<file path="config.mk">
export PLATFORM = sky130hd
export DESIGN_NAME = exc_pipe_flat
export DESIGN_NICKNAME = d
export VERILOG_FILES = /design/src/rtl/exc_pkg.sv /design/src/rtl/exc_pipe_if.sv /design/src/rtl/exc_stage_reg.sv /design/src/rtl/exc_pipe.sv /design/src/flat_wrapper.sv
export SDC_FILE = /design/constraint.sdc
export NUM_CORES = 1
export LEC_CHECK = 0
export ABC_AREA = 1
export CORE_MARGIN = 2
export CORE_UTILIZATION = 45
export DETAILED_ROUTE_END_ITERATION = 10
export PLACE_DENSITY = 0.8
export REMOVE_ABC_BUFFERS = 1
export SYNTH_ARGS = -nofsm -noshare
export SYNTH_HDL_FRONTEND = slang
export SYNTH_SLANG_ARGS = --single-unit
</file>
<file path="constraint.sdc">
create_clock -name Clk -period 1 [get_ports Clk]
set_input_delay 0.25 -clock Clk [delete_from_list [all_inputs] [get_ports Clk]]
set_output_delay 0.25 -clock Clk [all_outputs]
set_load 0.05 [all_outputs]
</file>
<file path="src/rtl/exc_pkg.sv">
// Shared exception codes, legal PC window defaults, per-stage pipeline record and code-merge helper.
// Build option EXC_BD_EN adds a branch-delay (BD) bit to each stage record.
package exc_pkg;

    localparam logic [4:0] EXC_NONE    = 5'd0;
    localparam logic [4:0] EXC_ADEL    = 5'd4;
    localparam logic [4:0] EXC_ADES    = 5'd5;
    localparam logic [4:0] EXC_SYSCALL = 5'd8;
    localparam logic [4:0] EXC_RI      = 5'd10;
    localparam logic [4:0] EXC_OV      = 5'd12;

    localparam logic [31:0] PC_LO_DEF = 32'h0000_3000;
    localparam logic [31:0] PC_HI_DEF = 32'h0000_6FFC;

    typedef struct packed {
        logic [31:0] pc;
        logic [4:0]  code;
`ifdef EXC_BD_EN
        logic        bd;
`endif
    } stage_t;

    // The oldest exception an instruction picked up is the one CP0 must see.
    function automatic logic [4:0] exc_merge(input logic [4:0] older, input logic [4:0] loc);
        return (older != EXC_NONE) ? older : loc;
    endfunction

endpackage

</file>
<file path="src/rtl/exc_pipe_if.sv">
// Control, exception-source and CP0-facing signals of exc_pipe; master drives inputs, slave is the pipe.
// Build option EXC_BD_EN adds F_InDelaySlot and M_BD.
interface exc_pipe_if;
    logic        Stall;
    logic        Req;
    logic [31:0] F_PC;
    logic        D_RI;
    logic        D_Syscall;
    logic        E_Ov;
    logic        E_AddrOv;
    logic        E_IsLoad;
    logic        M_AdEL;
    logic        M_AdES;
    logic [31:0] M_VPC;
    logic [4:0]  M_ExcCode;
    logic [31:0] D_PC;
    logic [31:0] E_PC;
`ifdef EXC_BD_EN
    logic        F_InDelaySlot;
    logic        M_BD;

    modport master (
        output Stall, Req, F_PC, D_RI, D_Syscall, E_Ov, E_AddrOv, E_IsLoad, M_AdEL, M_AdES,
               F_InDelaySlot,
        input  M_VPC, M_ExcCode, D_PC, E_PC, M_BD
    );
    modport slave (
        input  Stall, Req, F_PC, D_RI, D_Syscall, E_Ov, E_AddrOv, E_IsLoad, M_AdEL, M_AdES,
               F_InDelaySlot,
        output M_VPC, M_ExcCode, D_PC, E_PC, M_BD
    );
`else
    modport master (
        output Stall, Req, F_PC, D_RI, D_Syscall, E_Ov, E_AddrOv, E_IsLoad, M_AdEL, M_AdES,
        input  M_VPC, M_ExcCode, D_PC, E_PC
    );
    modport slave (
        input  Stall, Req, F_PC, D_RI, D_Syscall, E_Ov, E_AddrOv, E_IsLoad, M_AdEL, M_AdES,
        output M_VPC, M_ExcCode, D_PC, E_PC
    );
`endif
endinterface

</file>
<file path="src/rtl/exc_stage_reg.sv">
// One PC+code(+BD) pipeline register; priority reset > flush > hold > bubble > load.
// Latency one edge; flush and bubble keep the incoming PC but clear code and BD.
module exc_stage_reg
    import exc_pkg::*;
#(
    parameter logic [31:0] RESET_PC = PC_LO_DEF
) (
    input  logic   Clk,
    input  logic   Reset,
    input  logic   flush,
    input  logic   hold,
    input  logic   bubble,
    input  stage_t d,
    output stage_t q
);

    always_ff @(posedge Clk) begin
        if (Reset) begin
            q    <= '0;
            q.pc <= RESET_PC;
        end else if (flush) begin
            q    <= '0;
            q.pc <= d.pc;
        end else if (!hold) begin
            if (bubble) begin
                q    <= '0;
                q.pc <= d.pc;
            end else begin
                q <= d;
            end
        end
    end

endmodule

</file>
<file path="src/rtl/exc_pipe.sv">
// Tracks PC and first exception code through D/E/M and presents the M-stage victim to CP0.
// F code reaches M_ExcCode 3 edges later; Stall holds D and bubbles E, Req flushes (EXC_BD_EN adds BD).
module exc_pipe
    import exc_pkg::*;
#(
    parameter logic [31:0] PC_LO = PC_LO_DEF,
    parameter logic [31:0] PC_HI = PC_HI_DEF
) (
    input logic        Clk,
    input logic        Reset,
    exc_pipe_if.slave  bus
);

    logic [4:0] f_code, d_loc, e_loc, m_loc;
    stage_t     d_nxt, e_nxt, m_nxt;
    stage_t     d_q, e_q, m_q;

    always_comb begin
        f_code = EXC_NONE;
        if (bus.F_PC[1:0] != 2'b00 || bus.F_PC < PC_LO || bus.F_PC > PC_HI)
            f_code = EXC_ADEL;

        d_loc = bus.D_RI ? EXC_RI : (bus.D_Syscall ? EXC_SYSCALL : EXC_NONE);

        // Overflow outranks address overflow should both ever be raised together.
        e_loc = EXC_NONE;
        if (bus.E_Ov)
            e_loc = EXC_OV;
        else if (bus.E_AddrOv)
            e_loc = bus.E_IsLoad ? EXC_ADEL : EXC_ADES;

        m_loc = bus.M_AdEL ? EXC_ADEL : (bus.M_AdES ? EXC_ADES : EXC_NONE);
    end

    always_comb begin
        d_nxt      = '0;
        d_nxt.pc   = bus.F_PC;
        d_nxt.code = f_code;
`ifdef EXC_BD_EN
        d_nxt.bd   = bus.F_InDelaySlot;
`endif
        e_nxt      = d_q;
        e_nxt.code = exc_merge(d_q.code, d_loc);
        m_nxt      = e_q;
        m_nxt.code = exc_merge(e_q.code, e_loc);
    end

    exc_stage_reg #(.RESET_PC(PC_LO)) u_d (
        .Clk(Clk), .Reset(Reset), .flush(bus.Req), .hold(bus.Stall), .bubble(1'b0),
        .d(d_nxt), .q(d_q)
    );

    exc_stage_reg #(.RESET_PC(PC_LO)) u_e (
        .Clk(Clk), .Reset(Reset), .flush(bus.Req), .hold(1'b0), .bubble(bus.Stall),
        .d(e_nxt), .q(e_q)
    );

    exc_stage_reg #(.RESET_PC(PC_LO)) u_m (
        .Clk(Clk), .Reset(Reset), .flush(bus.Req), .hold(1'b0), .bubble(1'b0),
        .d(m_nxt), .q(m_q)
    );

    assign bus.M_ExcCode = exc_merge(m_q.code, m_loc);
    assign bus.D_PC      = d_q.pc;
    assign bus.E_PC      = e_q.pc;
`ifdef EXC_BD_EN
    // EPC must point at the branch when the victim sits in its delay slot.
    assign bus.M_VPC     = m_q.bd ? (m_q.pc - 32'd4) : m_q.pc;
    assign bus.M_BD      = m_q.bd;
`else
    assign bus.M_VPC     = m_q.pc;
`endif

endmodule

</file>
<file path="src/flat_wrapper.sv">
// flat-port wrapper written by rule: the top's interface ports become plain ports
module exc_pipe_flat import exc_pkg::*;
#(
    parameter logic [31:0] PC_LO = PC_LO_DEF,
    parameter logic [31:0] PC_HI = PC_HI_DEF
)
  (Clk, Reset, bus_Stall, bus_Req, bus_F_PC, bus_D_RI, bus_D_Syscall, bus_E_Ov, bus_E_AddrOv, bus_E_IsLoad, bus_M_AdEL, bus_M_AdES, bus_M_VPC, bus_M_ExcCode, bus_D_PC, bus_E_PC);
  exc_pipe_if bus_i ();
  input logic Clk;
  input logic Reset;
  input wire logic [$bits(bus_i.Stall)-1:0] bus_Stall;
  input wire logic [$bits(bus_i.Req)-1:0] bus_Req;
  input wire logic [$bits(bus_i.F_PC)-1:0] bus_F_PC;
  input wire logic [$bits(bus_i.D_RI)-1:0] bus_D_RI;
  input wire logic [$bits(bus_i.D_Syscall)-1:0] bus_D_Syscall;
  input wire logic [$bits(bus_i.E_Ov)-1:0] bus_E_Ov;
  input wire logic [$bits(bus_i.E_AddrOv)-1:0] bus_E_AddrOv;
  input wire logic [$bits(bus_i.E_IsLoad)-1:0] bus_E_IsLoad;
  input wire logic [$bits(bus_i.M_AdEL)-1:0] bus_M_AdEL;
  input wire logic [$bits(bus_i.M_AdES)-1:0] bus_M_AdES;
  output wire logic [$bits(bus_i.M_VPC)-1:0] bus_M_VPC;
  output wire logic [$bits(bus_i.M_ExcCode)-1:0] bus_M_ExcCode;
  output wire logic [$bits(bus_i.D_PC)-1:0] bus_D_PC;
  output wire logic [$bits(bus_i.E_PC)-1:0] bus_E_PC;
  assign bus_i.Stall = bus_Stall;
  assign bus_i.Req = bus_Req;
  assign bus_i.F_PC = bus_F_PC;
  assign bus_i.D_RI = bus_D_RI;
  assign bus_i.D_Syscall = bus_D_Syscall;
  assign bus_i.E_Ov = bus_E_Ov;
  assign bus_i.E_AddrOv = bus_E_AddrOv;
  assign bus_i.E_IsLoad = bus_E_IsLoad;
  assign bus_i.M_AdEL = bus_M_AdEL;
  assign bus_i.M_AdES = bus_M_AdES;
  assign bus_M_VPC = bus_i.M_VPC;
  assign bus_M_ExcCode = bus_i.M_ExcCode;
  assign bus_D_PC = bus_i.D_PC;
  assign bus_E_PC = bus_i.E_PC;
  exc_pipe #(.PC_LO(PC_LO), .PC_HI(PC_HI)) u_core (.Clk(Clk), .Reset(Reset), .bus(bus_i));
endmodule
</file>
==> flow_summary.ini <==
[global_route]
grt_pass1_wl_um = 14990
antenna_found_initial = 0
grt_util_all_layers_pct = 19.49
grt_pass1_vias = 3071
grt_start_max_net_pins = 29
overflow = 0

[power_and_ir_drop]
power_density_nw_per_um2 = 1496
ir_worst_vdd_mv = 1.219
p_sw_share_pct = 28.80
power.internal_mw = 7.079
total_power_mw = 9.943
p_leak_nw = 2.876
switchingPower_mw = 2.864
power_frac_comb_pct = 24.5
seqPwrFrac_pct = 46.3
clkPwrFrac_pct = 29.2

[logic_synthesis]
ys_seq_area_share_pct = 51.06
synth_fa_ha_area_share_pct = 0
synthSimpleGateAreaFrac_pct = 11.08
synth_top_area_share_pct = 51.06
synth_top_family_by_area = buffers and inverters
ys_warn_count = 0
synth_mux_area_share_pct = 0
synth_compound_area_share_pct = 10.62
synth_xor_area_share_pct = 0
yosysTopAreaCell = dfxtp_1
synthCells = 467
syn_area_per_cell_um2 = 8.732
synth_area_leaders = dfxtp_1 (51%), buf_4 (18%), nor2_1 (7.7%), inv_1 (6.4%), a21oi_2 (5.6%)
yosysUniqueCellTypes = 20
synth_area_um2 = 4078
ys_ff_latch = 104

[clock_network]
postCtsHoldBufs = 0
cts.clk_slew.worst_paths_ns = 0.10
root_buffer = clkbuf_8
clk_path_buf_depth = 2
cts_tree = yes
cts_sinks = 104
numCtsBuffers = 9
clk_latency_ns = 0.34
cts_max_level = 3

[sta]
min_period_ns = 1.492
fmax_mhz = 670.4
finalSetupViolCount = 100
maxSlewViolCount = 0
clock_skew_ns = 0.008572
rsz0062_at_grt = yes
whs_ns = 0.2254
timing.final.ws_setup_ns = -0.4917
hold_viol = 0
period_share_pct = 149.2

[drt]
post_drt_via_cell_ratio = 4.450
ant_nets = 0
drc_errors = 0
dr.pass1.iters = 4
drt_iter0_drc = 67
wl_um = 9671
vias = 2928
avgRoutedWirePerCell_um = 14.70

[die]
floorplan.core_area_um2 = 8763
rows = 34
io_pins = 144
die_y_um = 99.19
start_util_pct = 46.53
die_w_um = 99.19
die-area_um2 = 9839

[worst_setup_path]
critical_path_class = flop to primary output
cp.required_ns = 0.75
crit_path_start_kind = flop
arrival_ns = 1.24
cp_max_fo = 2
cp-end-kind = primary output

[outcome]
run_status = complete, but fails checks
violations = negative setup slack

[min_path]
hp-class = input pin to flop

[cells_and_area]
n_fill_cell = 547
diodes = 0
area_delta_synth_final_pct = 63.06
utilization_pct = 75.87
nNetsFinal = 588
final_layout_size_suffix_gt1_share_pct = 54.00

[placement]
gp_congestion = 0.7753
hpwl_um = 6953
io_buffers = 142

[flow_run]
cap_violations = 0
[per-stage QoR]
step,cells,cell area (µm²),setup slack (ns),setup TNS (ns)
6_report,658,6649,-0.4917,-10.01
2_1_floorplan,352,3237,-0.6743,-8.329
5_1_grt,658,6649,-0.5747,-14.42
4_1_cts,656,6568,-0.4658,-11.57
3_3_place_gp,629,6042,-0.4745,-18.39
3_5_place_dp,629,6042,-0.5298,-19.86
[final timing paths]
| check | startpoint | end | slack [ns] | cells past startpoint |
|---|---|---|---|---|
| setup reg to reg | u_core.u_e.q[3]$_SDFF_PP0_ | u_core.u_m.q[2]$_SDFF_PP0_ | 0.09 | 3 |
| setup / recovery | u_core.u_m.q[3]$_SDFF_PP0_ | bus_M_ExcCode[0] | -0.49 | 4 |
| hold reg to reg | u_core.u_e.q[26]$_SDFF_PP0_ | u_core.u_m.q[26]$_SDFF_PP0_ | 0.44 | 2 |
| hold / removal | bus_F_PC[19] | u_core.u_d.q[24]$_SDFFE_PP0P_ | 0.23 | 3 |
[area by class of cell]
type | count | area [µm²] | area share [%]
clock buffer | 10 | 137.6 | 2.070
clock inverter | 6 | 90.09 | 1.355
tap | 108 | 135.1 | 2.032
sequential | 104 | 2213 | 33.29
inverter | 71 | 266.5 | 4.008
multi-input combinational | 177 | 930.9 | 14.00
timing repair buffer | 182 | 2875 | 43.24
[critical path: stages (launching register included)]
cell	delay, ns
dfxtp_2	0.34
nor2_2	0.13
nand2_2	0.11
o21bai_4	0.17
buf_12	0.15
[flip-flops by register name, indices dropped and copies added, names as in the netlist]
| name | count |
|---|---|
| u_core.u_d.q | 33 |
| u_core.u_e.q | 35 |
| u_core.u_m.q | 36 |
[power by group through the flow]
| stage | Sequential, mW | Clock [mW] | Combinational, mW |
|---|---|---|---|
| floorplan | 5.24 | 0 | 0.358 |
| global placement | 4.65 | 0 | 2.28 |
| detailed placement | 4.66 | 0 | 2.32 |
| CTS | 4.60 | 2.94 | 2.43 |
| global route | 4.63 | 3.16 | 2.54 |
| finish | 4.60 | 2.91 | 2.44 |
[per-layer routing]
metal  global-route usage (%)  share of wire (%)  up-vias  routed length, µm
li1                         -                  -     1455                  -
met1                    20.27                 37     1360               3617
met2                    37.01                 55       98               5334
met3                    4.638                4.8       15                466
met4                    8.430                2.6        0                252
met5                        0                  0        -                  0
[repair_timing]
action,CTS,global route
gates cloned,3,0
setup endpoints to repair,136,103
resized for setup,108,22
hold endpoints to repair,0,0
pin swaps,4,14
buffers inserted,8,2
[cells in the mapped netlist, drive strengths merged]
master    n
buf     112
or2       4
nor2     85
o21bai    2
a21oi    32
clkbuf    3
nor3      2
conb      1
nand4     2
o21ai    32
inv      71
nand3     4
nand2    13
dfxtp   104
[logic make-up (layout without fill, tap and decap cells)]
| family | count (synthesis) | count (layout) |
|---|---|---|
| simple gates | 110 | 110 |
| other cells | 1 | 1 |
| flops | 104 | 104 |
| compound gates | 66 | 66 |
| buf+inv | 186 | 269 |
[cell usage in the layout, fill, tap and decap left out, types with 2 or more instances in the layout]
master | Yosys | final
buf_12 | 0 | 104
buf_4 | 100 | 29
bufinv_16 | 0 | 2
nand3_1 | 4 | 4
clkbuf_8 | 0 | 10
nand2_1 | 13 | 12
dlymetal6s2s_1 | 0 | 10
o21ai_0 | 5 | 5
nand4_1 | 2 | 2
buf_6 | 3 | 4
dfxtp_2 | 0 | 96
a21oi_1 | 6 | 6
o21bai_4 | 0 | 2
dfxtp_1 | 104 | 5
clkdlybuf4s50_1 | 0 | 29
nor2_2 | 0 | 5
o21ai_1 | 27 | 27
dlygate4sd2_1 | 0 | 2
inv_1 | 70 | 70
a21oi_2 | 26 | 26
dfxtp_4 | 0 | 3
nor2_1 | 84 | 79
or2_2 | 4 | 4
bufbuf_16 | 0 | 2
No activity file was read; power rests on OpenSTA's default activity.
